===== config.mk =====
export PLATFORM = sky130hd
export DESIGN_NAME = adc_stream_packer_flat
export DESIGN_NICKNAME = d
export VERILOG_FILES = /design/src/rtl/adc_pkg.sv /design/src/rtl/adc_stream_packer_if.sv /design/src/rtl/sync_fifo.sv /design/src/rtl/adc_stream_packer.sv /design/src/flat_wrapper.sv
export SDC_FILE = /design/constraint.sdc
export NUM_CORES = 1
export LEC_CHECK = 0
export CAP_MARGIN = 20
export CORE_MARGIN = 10
export CORE_UTILIZATION = 55
export DETAILED_ROUTE_END_ITERATION = 8
export PLACE_DENSITY_LB_ADDON = 0.3
export REMOVE_ABC_BUFFERS = 1
export SLEW_MARGIN = 20
export SYNTH_ARGS = -nofsm -noshare
export SYNTH_HDL_FRONTEND = slang
export SYNTH_SLANG_ARGS = --single-unit

===== constraint.sdc =====
create_clock -name m_axis_aclk -period 7.9 [get_ports m_axis_aclk]
set_input_delay 1.58 -clock m_axis_aclk [delete_from_list [all_inputs] [get_ports m_axis_aclk]]
set_output_delay 1.58 -clock m_axis_aclk [all_outputs]
set_load 0.01 [all_outputs]

===== src/rtl/adc_pkg.sv =====
// Shared types and helpers for the ADC stream packer.
// Holds the sample width, the capture state encoding and the
// per-sample offset-binary / two's-complement conversion function.
package adc_pkg;

  localparam int DATA_WIDTH = 14;
  localparam int OUT_WIDTH  = 16;

  typedef enum logic [1:0] {
    IDLE  = 2'd0,
    RUN   = 2'd1,
    DRAIN = 2'd2
  } state_t;

  // Flipping the MSB of an offset-binary sample yields its two's-complement
  // value; sign extension only makes sense after that flip, so the raw
  // (offset-binary) path is zero-extended instead.
  function automatic logic [OUT_WIDTH-1:0] adc_convert(
    input logic [DATA_WIDTH-1:0] sample,
    input logic                  twos_comp
  );
    logic [DATA_WIDTH-1:0] s;
    s = sample;
    s[DATA_WIDTH-1] = sample[DATA_WIDTH-1] ^ twos_comp;
    if (twos_comp)
      return {{(OUT_WIDTH-DATA_WIDTH){s[DATA_WIDTH-1]}}, s};
    return {{(OUT_WIDTH-DATA_WIDTH){1'b0}}, s};
  endfunction

endpackage


===== src/rtl/adc_stream_packer_if.sv =====
// Sample-pair input and AXI4-Stream output bundle of the ADC stream packer.
// master: the packer (consumes ADC pairs, drives the stream);
// slave: the environment (drives ADC pairs and tready, observes the stream).
interface adc_stream_packer_if #(
  parameter int DATA_WIDTH = adc_pkg::DATA_WIDTH
);

  logic                  s_adc_valid;
  logic [DATA_WIDTH-1:0] s_adc_data_a;
  logic [DATA_WIDTH-1:0] s_adc_data_b;
  logic [31:0]           m_axis_tdata;
  logic                  m_axis_tvalid;
  logic                  m_axis_tready;

  modport master (
    input  s_adc_valid, s_adc_data_a, s_adc_data_b, m_axis_tready,
    output m_axis_tdata, m_axis_tvalid
  );

  modport slave (
    output s_adc_valid, s_adc_data_a, s_adc_data_b, m_axis_tready,
    input  m_axis_tdata, m_axis_tvalid
  );

endinterface


===== src/rtl/sync_fifo.sv =====
// Single-clock show-ahead FIFO; rd_data shows the head entry (0 when empty).
// Ports: clk/rst, wr_en/wr_data, rd_en/rd_data, full/empty flags.
// Caller only writes when not full (or reading in the same cycle) and reads when not empty.
module sync_fifo #(
  parameter int WIDTH = 32,
  parameter int DEPTH = 16
) (
  input  logic             clk,
  input  logic             rst,
  input  logic             wr_en,
  input  logic [WIDTH-1:0] wr_data,
  input  logic             rd_en,
  output logic [WIDTH-1:0] rd_data,
  output logic             full,
  output logic             empty
);

  localparam int AW = $clog2(DEPTH);

  // One extra pointer bit distinguishes full from empty when the
  // address bits coincide.
  logic [AW:0]      wr_ptr;
  logic [AW:0]      rd_ptr;
  logic [WIDTH-1:0] mem [DEPTH];

  always_ff @(posedge clk) begin
    if (rst) begin
      wr_ptr <= '0;
      rd_ptr <= '0;
    end else begin
      if (wr_en) wr_ptr <= wr_ptr + (AW+1)'(1);
      if (rd_en) rd_ptr <= rd_ptr + (AW+1)'(1);
    end
  end

  always_ff @(posedge clk) begin
    if (wr_en) mem[wr_ptr[AW-1:0]] <= wr_data;
  end

  assign empty   = (wr_ptr == rd_ptr);
  assign full    = (wr_ptr[AW] != rd_ptr[AW]) && (wr_ptr[AW-1:0] == rd_ptr[AW-1:0]);
  // Forcing zero while empty keeps the output clean after reset even though
  // the storage array itself is never cleared.
  assign rd_data = empty ? '0 : mem[rd_ptr[AW-1:0]];

endmodule


===== src/rtl/adc_stream_packer.sv =====
// Packs ADC sample pairs into 32-bit AXI4-Stream words {chB, chA} with
// conversion, decimation, test pattern, output FIFO and drop accounting.
// Ports: m_axis_aclk/m_axis_areset, io (ADC pairs + stream), ctrl_* in, stat_* out.
module adc_stream_packer
  import adc_pkg::*;
#(
  parameter int DATA_WIDTH = adc_pkg::DATA_WIDTH,
  parameter int FIFO_DEPTH = 16,
  parameter int CNT_WIDTH  = 16
) (
  input  logic                 m_axis_aclk,
  input  logic                 m_axis_areset,
  adc_stream_packer_if.master  io,
  input  logic                 ctrl_enable,
  input  logic                 ctrl_twos_comp,
  input  logic                 ctrl_test_pattern,
  input  logic [3:0]           ctrl_decim,
  input  logic                 ctrl_clear,
  output logic                 stat_busy,
  output logic                 stat_overflow,
  output logic [CNT_WIDTH-1:0] stat_drop_count
);

  state_t                state;
  state_t                state_nxt;
  logic [3:0]            decim_cnt;
  logic [DATA_WIDTH-1:0] pat_cnt;
  logic [DATA_WIDTH-1:0] smp_a;
  logic [DATA_WIDTH-1:0] smp_b;
  logic                  conv_vld;
  logic [31:0]           conv_dat;
  logic                  run;
  logic                  accept;
  logic                  fifo_full;
  logic                  fifo_empty;
  logic                  fifo_wr;
  logic                  fifo_rd;
  logic                  drop;

  // Gating with ctrl_enable stops acceptance on the very edge that sees
  // enable low, before the state register has moved to DRAIN.
  assign run    = (state == RUN) && ctrl_enable;
  assign accept = run && io.s_adc_valid && (decim_cnt == 4'd0);

  assign smp_a = ctrl_test_pattern ? pat_cnt  : io.s_adc_data_a;
  assign smp_b = ctrl_test_pattern ? ~pat_cnt : io.s_adc_data_b;

  assign fifo_rd = io.m_axis_tvalid && io.m_axis_tready;
  // A full FIFO that is being read this cycle frees the slot being written.
  assign fifo_wr = conv_vld && (!fifo_full || fifo_rd);
  assign drop    = conv_vld && fifo_full && !fifo_rd;

  always_ff @(posedge m_axis_aclk) begin
    if (m_axis_areset) state <= IDLE;
    else               state <= state_nxt;
  end

  always_comb begin
    state_nxt = state;
    case (state)
      IDLE:    if (ctrl_enable) state_nxt = RUN;
      RUN:     if (!ctrl_enable) state_nxt = DRAIN;
      DRAIN:   if (fifo_empty && !conv_vld) state_nxt = IDLE;
      default: state_nxt = IDLE;
    endcase
  end

  always_ff @(posedge m_axis_aclk) begin
    if (m_axis_areset) begin
      decim_cnt <= '0;
      pat_cnt   <= '0;
      conv_vld  <= 1'b0;
      conv_dat  <= '0;
    end else begin
      conv_vld <= accept;
      if (accept)
        conv_dat <= {adc_convert(smp_b, ctrl_twos_comp), adc_convert(smp_a, ctrl_twos_comp)};
      // Holding both counters at zero outside RUN makes every entry into
      // RUN start from a clean decimation phase and pattern value.
      if (state != RUN) begin
        decim_cnt <= '0;
        pat_cnt   <= '0;
      end else if (run && io.s_adc_valid) begin
        decim_cnt <= (decim_cnt >= ctrl_decim) ? 4'd0 : decim_cnt + 4'd1;
        if (accept) pat_cnt <= pat_cnt + DATA_WIDTH'(1);
      end
    end
  end

  // Clear takes priority over a drop landing in the same cycle.
  always_ff @(posedge m_axis_aclk) begin
    if (m_axis_areset || ctrl_clear) begin
      stat_overflow   <= 1'b0;
      stat_drop_count <= '0;
    end else if (drop) begin
      stat_overflow <= 1'b1;
      if (stat_drop_count != '1) stat_drop_count <= stat_drop_count + CNT_WIDTH'(1);
    end
  end

  assign stat_busy        = (state != IDLE);
  assign io.m_axis_tvalid = !fifo_empty;

  sync_fifo #(
    .WIDTH (32),
    .DEPTH (FIFO_DEPTH)
  ) u_fifo (
    .clk     (m_axis_aclk),
    .rst     (m_axis_areset),
    .wr_en   (fifo_wr),
    .wr_data (conv_dat),
    .rd_en   (fifo_rd),
    .rd_data (io.m_axis_tdata),
    .full    (fifo_full),
    .empty   (fifo_empty)
  );

endmodule


===== src/flat_wrapper.sv =====
// flat-port wrapper written by rule: the top's interface ports become plain ports
module adc_stream_packer_flat import adc_pkg::*;
#(
  parameter int DATA_WIDTH = adc_pkg::DATA_WIDTH,
  parameter int FIFO_DEPTH = 16,
  parameter int CNT_WIDTH  = 16
)
  (m_axis_aclk, m_axis_areset, ctrl_enable, ctrl_twos_comp, ctrl_test_pattern, ctrl_decim, ctrl_clear, stat_busy, stat_overflow, stat_drop_count, io_s_adc_valid, io_s_adc_data_a, io_s_adc_data_b, io_m_axis_tready, io_m_axis_tdata, io_m_axis_tvalid);
  adc_stream_packer_if #(.DATA_WIDTH(DATA_WIDTH)) io_i ();
  input  logic m_axis_aclk;
  input  logic m_axis_areset;
  input  logic ctrl_enable;
  input  logic ctrl_twos_comp;
  input  logic ctrl_test_pattern;
  input  logic [3:0] ctrl_decim;
  input  logic ctrl_clear;
  output logic stat_busy;
  output logic stat_overflow;
  output logic [CNT_WIDTH-1:0] stat_drop_count;
  input wire logic [$bits(io_i.s_adc_valid)-1:0] io_s_adc_valid;
  input wire logic [$bits(io_i.s_adc_data_a)-1:0] io_s_adc_data_a;
  input wire logic [$bits(io_i.s_adc_data_b)-1:0] io_s_adc_data_b;
  input wire logic [$bits(io_i.m_axis_tready)-1:0] io_m_axis_tready;
  output wire logic [$bits(io_i.m_axis_tdata)-1:0] io_m_axis_tdata;
  output wire logic [$bits(io_i.m_axis_tvalid)-1:0] io_m_axis_tvalid;
  assign io_i.s_adc_valid = io_s_adc_valid;
  assign io_i.s_adc_data_a = io_s_adc_data_a;
  assign io_i.s_adc_data_b = io_s_adc_data_b;
  assign io_i.m_axis_tready = io_m_axis_tready;
  assign io_m_axis_tdata = io_i.m_axis_tdata;
  assign io_m_axis_tvalid = io_i.m_axis_tvalid;
  adc_stream_packer #(.DATA_WIDTH(DATA_WIDTH), .FIFO_DEPTH(FIFO_DEPTH), .CNT_WIDTH(CNT_WIDTH)) u_core (.m_axis_aclk(m_axis_aclk), .m_axis_areset(m_axis_areset), .io(io_i), .ctrl_enable(ctrl_enable), .ctrl_twos_comp(ctrl_twos_comp), .ctrl_test_pattern(ctrl_test_pattern), .ctrl_decim(ctrl_decim), .ctrl_clear(ctrl_clear), .stat_busy(stat_busy), .stat_overflow(stat_overflow), .stat_drop_count(stat_drop_count));
endmodule

# Yosys cells after proc, flatten, opt, wreduce, memory -nomap -nowiden

Memory sizes are Yosys's and may differ from the RTL's. A register that Yosys moved wholly into a read port is not among the register bits.
Cells that the tools add are included.

Bits in registers: 80
Bits in writable memories: 512
Memories kept: 1
Logic and storage cells: 70
Bits of input ports: 40

Memory list:

| name              | words | width | read ports | clocked after memory_dff | wr ports | RTL line        | text |
|---|---|---|---|---|---|---|---|
| u_core.u_fifo.mem | 16    | 32    | 1          | 1                        | 1        | sync_fifo.sv:24 | `logic [WIDTH-1:0] mem [DEPTH];` |

Bitwise operators: 3
Add/sub/neg operators: 5
Eq/ne operators: 10
Reductions and logical operators: 22
Order comparisons: 1
Multiplexer cells: 19

Operators with widths:

| cell                    | count |
|---|---|
| $mux W16                | 4 |
| $mux W32                | 1 |
| $mux W14                | 2 |
| $add A16 B1 Y16 const B | 1 |
| $ne A16 B16 Y1 const B  | 1 |
| $add A14 B1 Y14 const B | 1 |
| $not A14 Y14            | 1 |
| $mux W4                 | 3 |
| $add A5 B1 Y5 const B   | 2 |
| $logic_and A1 B1 Y1     | 9 |
| $mux W2                 | 3 |
| $pmux W2 S3             | 1 |
| $eq A5 B5 Y1            | 1 |
| $mux W1                 | 5 |
| $add A4 B1 Y4 const B   | 1 |
| $eq A4 B4 Y1            | 1 |
| $ge A4 B4 Y1            | 1 |
| $logic_not A1 Y1        | 4 |
| $logic_not A4 Y1        | 1 |
| $ne A2 B1 Y1 const B    | 2 |
| $ne A2 B2 Y1 const B    | 2 |
| $reduce_and A2 Y1       | 2 |
| $reduce_and A3 Y1       | 1 |
| $eq A2 B1 Y1 const B    | 1 |
| 7 further kinds         | 9 |

# Logic depth before layout (Yosys ltp)

Depth after elaboration: 7
Depth in mapped cells: 8
Mapped depth without buffers: 7

# By module

From an unflattened synthesis, not the netlist that was laid out.

Cells, all modules: 1243
Area total of the unflattened synthesis: 23490.0 um^2

By module, submodules not included:

| module            | cells an instance | area an instance (um^2) | sequential area each (um^2) | instances |
|---|---|---|---|---|
| sync_fifo         | 868               | 20193.1                 | 15655.0                     | 1 |
| adc_stream_packer | 375               | 3296.9                  | 1361.3                      | 1 |

# Worst setup path after synthesis

No wires, ideal clock.

Path type: input port to flip-flop
Start: input port io_m_axis_tready
End: memory u_core.u_fifo.mem[0][0], enable pin
Library setup time: 0.455 ns
Buffers on the path: 0
Stages: 4
Setup slack: 3.188 ns
Data arrival time: 4.257 ns
Cells stage by stage: nor2_1 -> a21oi_1 -> nand2_1 -> nor3_1

Word-level cells in the longest chain between the ends: 5

RTL lines:

| what                          | RTL line                | text |
|---|---|---|
| from (decl)                   | flat_wrapper.sv:23      | `input wire logic [$bits(io_i.m_axis_tready)-1:0] io_m_axis_tready;` |
| $logic_and A1 B1 Y1           | adc_stream_packer.sv:48 | `assign fifo_rd = io.m_axis_tvalid && io.m_axis_tready;` |
| $logic_or A1 B1 Y1            | adc_stream_packer.sv:50 | `assign fifo_wr = conv_vld && (!fifo_full \|\| fifo_rd);` |
| $logic_and A1 B1 Y1           | adc_stream_packer.sv:50 |  |
| $mux W1                       | sync_fifo.sv:37         | `if (wr_en) mem[wr_ptr[AW-1:0]] <= wr_data;` |
| $mux W1 (implied by the code) | sync_fifo.sv:37         |  |
| to (decl)                     | sync_fifo.sv:24         |  |

No other way between the ends.

==> impl_results.md <==
- Status: finished clean
- Clock Skew: about 24 ps
- Sequential power share: 0.523
- Leak: just over 8 nW
- Inst Count DP: 1734
- Total internal power: about 5 mW
- DRC: 0
- Cts hold-fix bufs: 0
- Buffers on Ports: 90
- RSZ-0062 raised after global routing: no
- Area grow syn2layout: 16.3%
- GRT Total Usage: 0.206
- Max Cap Violations: 0
- DR vias/cell: 6.11
- Vias in the first global route: 11495
- Global-route wire length before repair: 73.9 mm
- Clock Power Share: 0.455
- Post-Syn Area per Cell: 19.2 sq um
- Sw frac: 0.191
- Initial Util: 0.556
- GRT overflow: 0
- Ant diodes: 0
- DR vias: 11218
- Critical Path Start Type: flip-flop
- WP data arrival: 3890 ps
- Fin cells: 1836
- Nets: 1320
- # resized after CTS: 0
- Pwr dens: 241 mW/mm^2
- DRT iter0 DRCs: 1203
- Post-CTS setup buffer count: 0
- Pins over their slew limit: 0
- Cell Area, Synth: 0.0221 sq mm
- Die width: 220 um
- Period utilization: 0.692
- Critical Path Most Common Cell: mux4_2
- Most common cell after layout, fill and taps aside: edfxtp_1
- Final setup violation count: 0
- Largest net degree at the start of global routing: roughly 50
- Worst min path class: flip-flop to flip-flop
- Final Instance Area: 0.0257 sq mm
- Yosys cell types: 42
- Final WL: 49.2 mm
- Comb power frac: 0.023
- Skew-Pair Late Insertion Delay: 590 ps
- Least-Margin Pin Slew: 1100 ps
- CP endpoint kind: output pin
- Slew HR: 0.268
- Fin crit period: between 5000 and 6000 ps
- Critical-path top delay cell: dfxtp_4
- Synthesized flop and latch total: roughly 560
- CP Class: flip-flop to output pin
- Clock root cell: clkbuf_16
- Setup total negative slack: 0 ps
- Crit-path max FO: 37
- Post-DP Area: around 0.024 sq mm
- Clock buffer count from CTS: between 50 and 60
- Die ar.: 0.0486 sq mm
- Worst path cell trace: buf_4, mux4_2, mux4_2, and2_1, clkdlybuf4s50_1
- Clk buf depth: 3
- Final RePlAce weighted congestion: 0.781
- Io pins: 91
- Final Hold Fails: 0
- Switching power total: 1.18 mW
- Register area share after synthesis: 0.727
- Sink Count: 562
- Mapped Cells: 1151
- Share of layout cells above drive strength 1: 0.228
- Synth warn: 0
- Design Power: 6.19 mW
- Yosys top cell area share: 0.653
- Core ar.: between 0.03 and 0.04 sq mm
- CTS tree: done
- Site Rows: 73
- DP HPWL: roughly 27 mm
- Initial antenna violation count: 1
- Clock H-tree levels: 2
- ANT nets after route: 0
- Die Ht: 220 um
- Max stage delay on crit path: ~800 ps
- Most frequent cells in the layout: 480 x edfxtp_1, 150 x mux4_2, 88 x clkdlybuf4s50_1
- Top area cells in the synthesized netlist: edfxtp_1 65%, mux4_2 15%, dfxtp_1 7.4%
- Fmax: approximately 0.18 GHz
- Area leader, netlist: edfxtp_1
- Worst-path clk slew: approximately 60 ps
- DRT Pass-1 Iters: 4
- Routed WL per cell: approximately 27 um
- WP data required: about 6300 ps
- VDD IR max: between 150 and 200 uV
-- worst max-delay path: cells and delay by family, from the launching register on --
| kind | cells | cell delay [ps] |
|---|---|---|
| and+or+nand+nor | 1 | 200 |
| DFF | 1 | 800 |
| buffers and inverters | 2 | 1180 |
| muxes | 2 | 1080 |
-- cell families (layout without fill, tap and decap cells) --
| group | count (synthesis) | after routing | synth area share |
|---|---|---|---|
| adders and majority gates | 15 | 15 | 0.00850 |
| and+or+nand+nor | 198 | 198 | 0.0446 |
| buffers and inverters | 87 | 247 | 0.0174 |
| AOI/OAI and AO/OA | 77 | 77 | 0.0232 |
| muxes | 182 | 182 | 0.167 |
| DFF | 562 | 562 | 0.727 |
| xor gates and xnor gates | 30 | 30 | 0.0119 |
-- synthesized netlist by cell type, drive strengths merged --
cell and n:
a2111oi 1, a211o 1, a211oi 30, a21boi 1
a21oi 23, and2 31, and3 4, and4 1
and4b 1, buf 27, clkbuf 34, dfxtp 82
edfxtp 480, ha 15, inv 26, mux2i 32
mux4 150, nand2 28, nand2b 3, nand3 10
nand4 10, nor2 76, nor2b 1, nor3 11
nor4 5, o2111ai 1, o211ai 3, o21ai 10
o21bai 1, o311a 1, o31ai 5, or2 2
or3 8, or4 7, xnor2 22, xor2 8
-- power by group through the flow --
stage                     combinational, mW  sequential [mW]  clock (mW)
after global placement                0.139             3.29           0
after CTS                             0.142             3.23        2.85
final                                 0.140             3.23        2.81
after detailed placement              0.141             3.30           0
after global routing                  0.151             3.24        2.96
after floorplan                      0.0792             3.30           0
-- layout make-up --
| type | instances | area, sq um |
|---|---|---|
| tap | 525 | 657 |
| fill | 2638 | 14000 |
| sequential | 562 | 16100 |
| clock buffer | 73 | 1530 |
| inverter | 26 | 97.6 |
| multi-input combinational | 502 | 5760 |
| timing repair buffer | 119 | 1120 |
| clock inverter | 29 | 453 |
-- worst paths after layout --
path | start | endpoint | slack, ps | depth (start not counted)
worst min register to register | u_core.stat_overflow | u_core.stat_overflow | 500 | 2
worst max-delay path | flip-flop | io_m_axis_tdata[11] | 2430 | 5
worst max register to register | u_core.u_fifo.wr_ptr[2] | u_core.u_fifo.mem[1][8] | 4510 | 6
worst min-delay path | u_core.stat_overflow | u_core.stat_overflow | 500 | 2
-- per-stage QoR --
step	hold slack, ps	utilization	setup slack [ps]
after CTS	506	0.647	2330
after global routing	518	0.647	2160
after detailed placement	489	0.597	2930
final	495	0.647	2430
after floorplan	461	-	9.21
after global placement	462	0.597	2960
-- state kept, by name (all words and copies together) (netlist names), named ones only --
name                    count
u_core.u_fifo.mem         480
u_core.u_fifo.wr_ptr        5
u_core.conv_vld             1
u_core.stat_drop_count     16
u_core.u_fifo.rd_ptr        5
u_core.pat_cnt             14
u_core.decim_cnt            4
u_core.state                2
u_core.conv_dat            30
u_core.stat_overflow        1
-- per-layer routing --
| layer | track usage | vias up | part of all wire |
|---|---|---|---|
| met5 | 0 | - | 0 |
| met4 | 0.0580 | 0 | 0.023 |
| met3 | 0.0406 | 84 | 0.074 |
| met2 | 0.337 | 436 | 0.50 |
| met1 | 0.279 | 5844 | 0.40 |
| li1 | - | 4854 | - |
(Power assumes the default switching activity.)
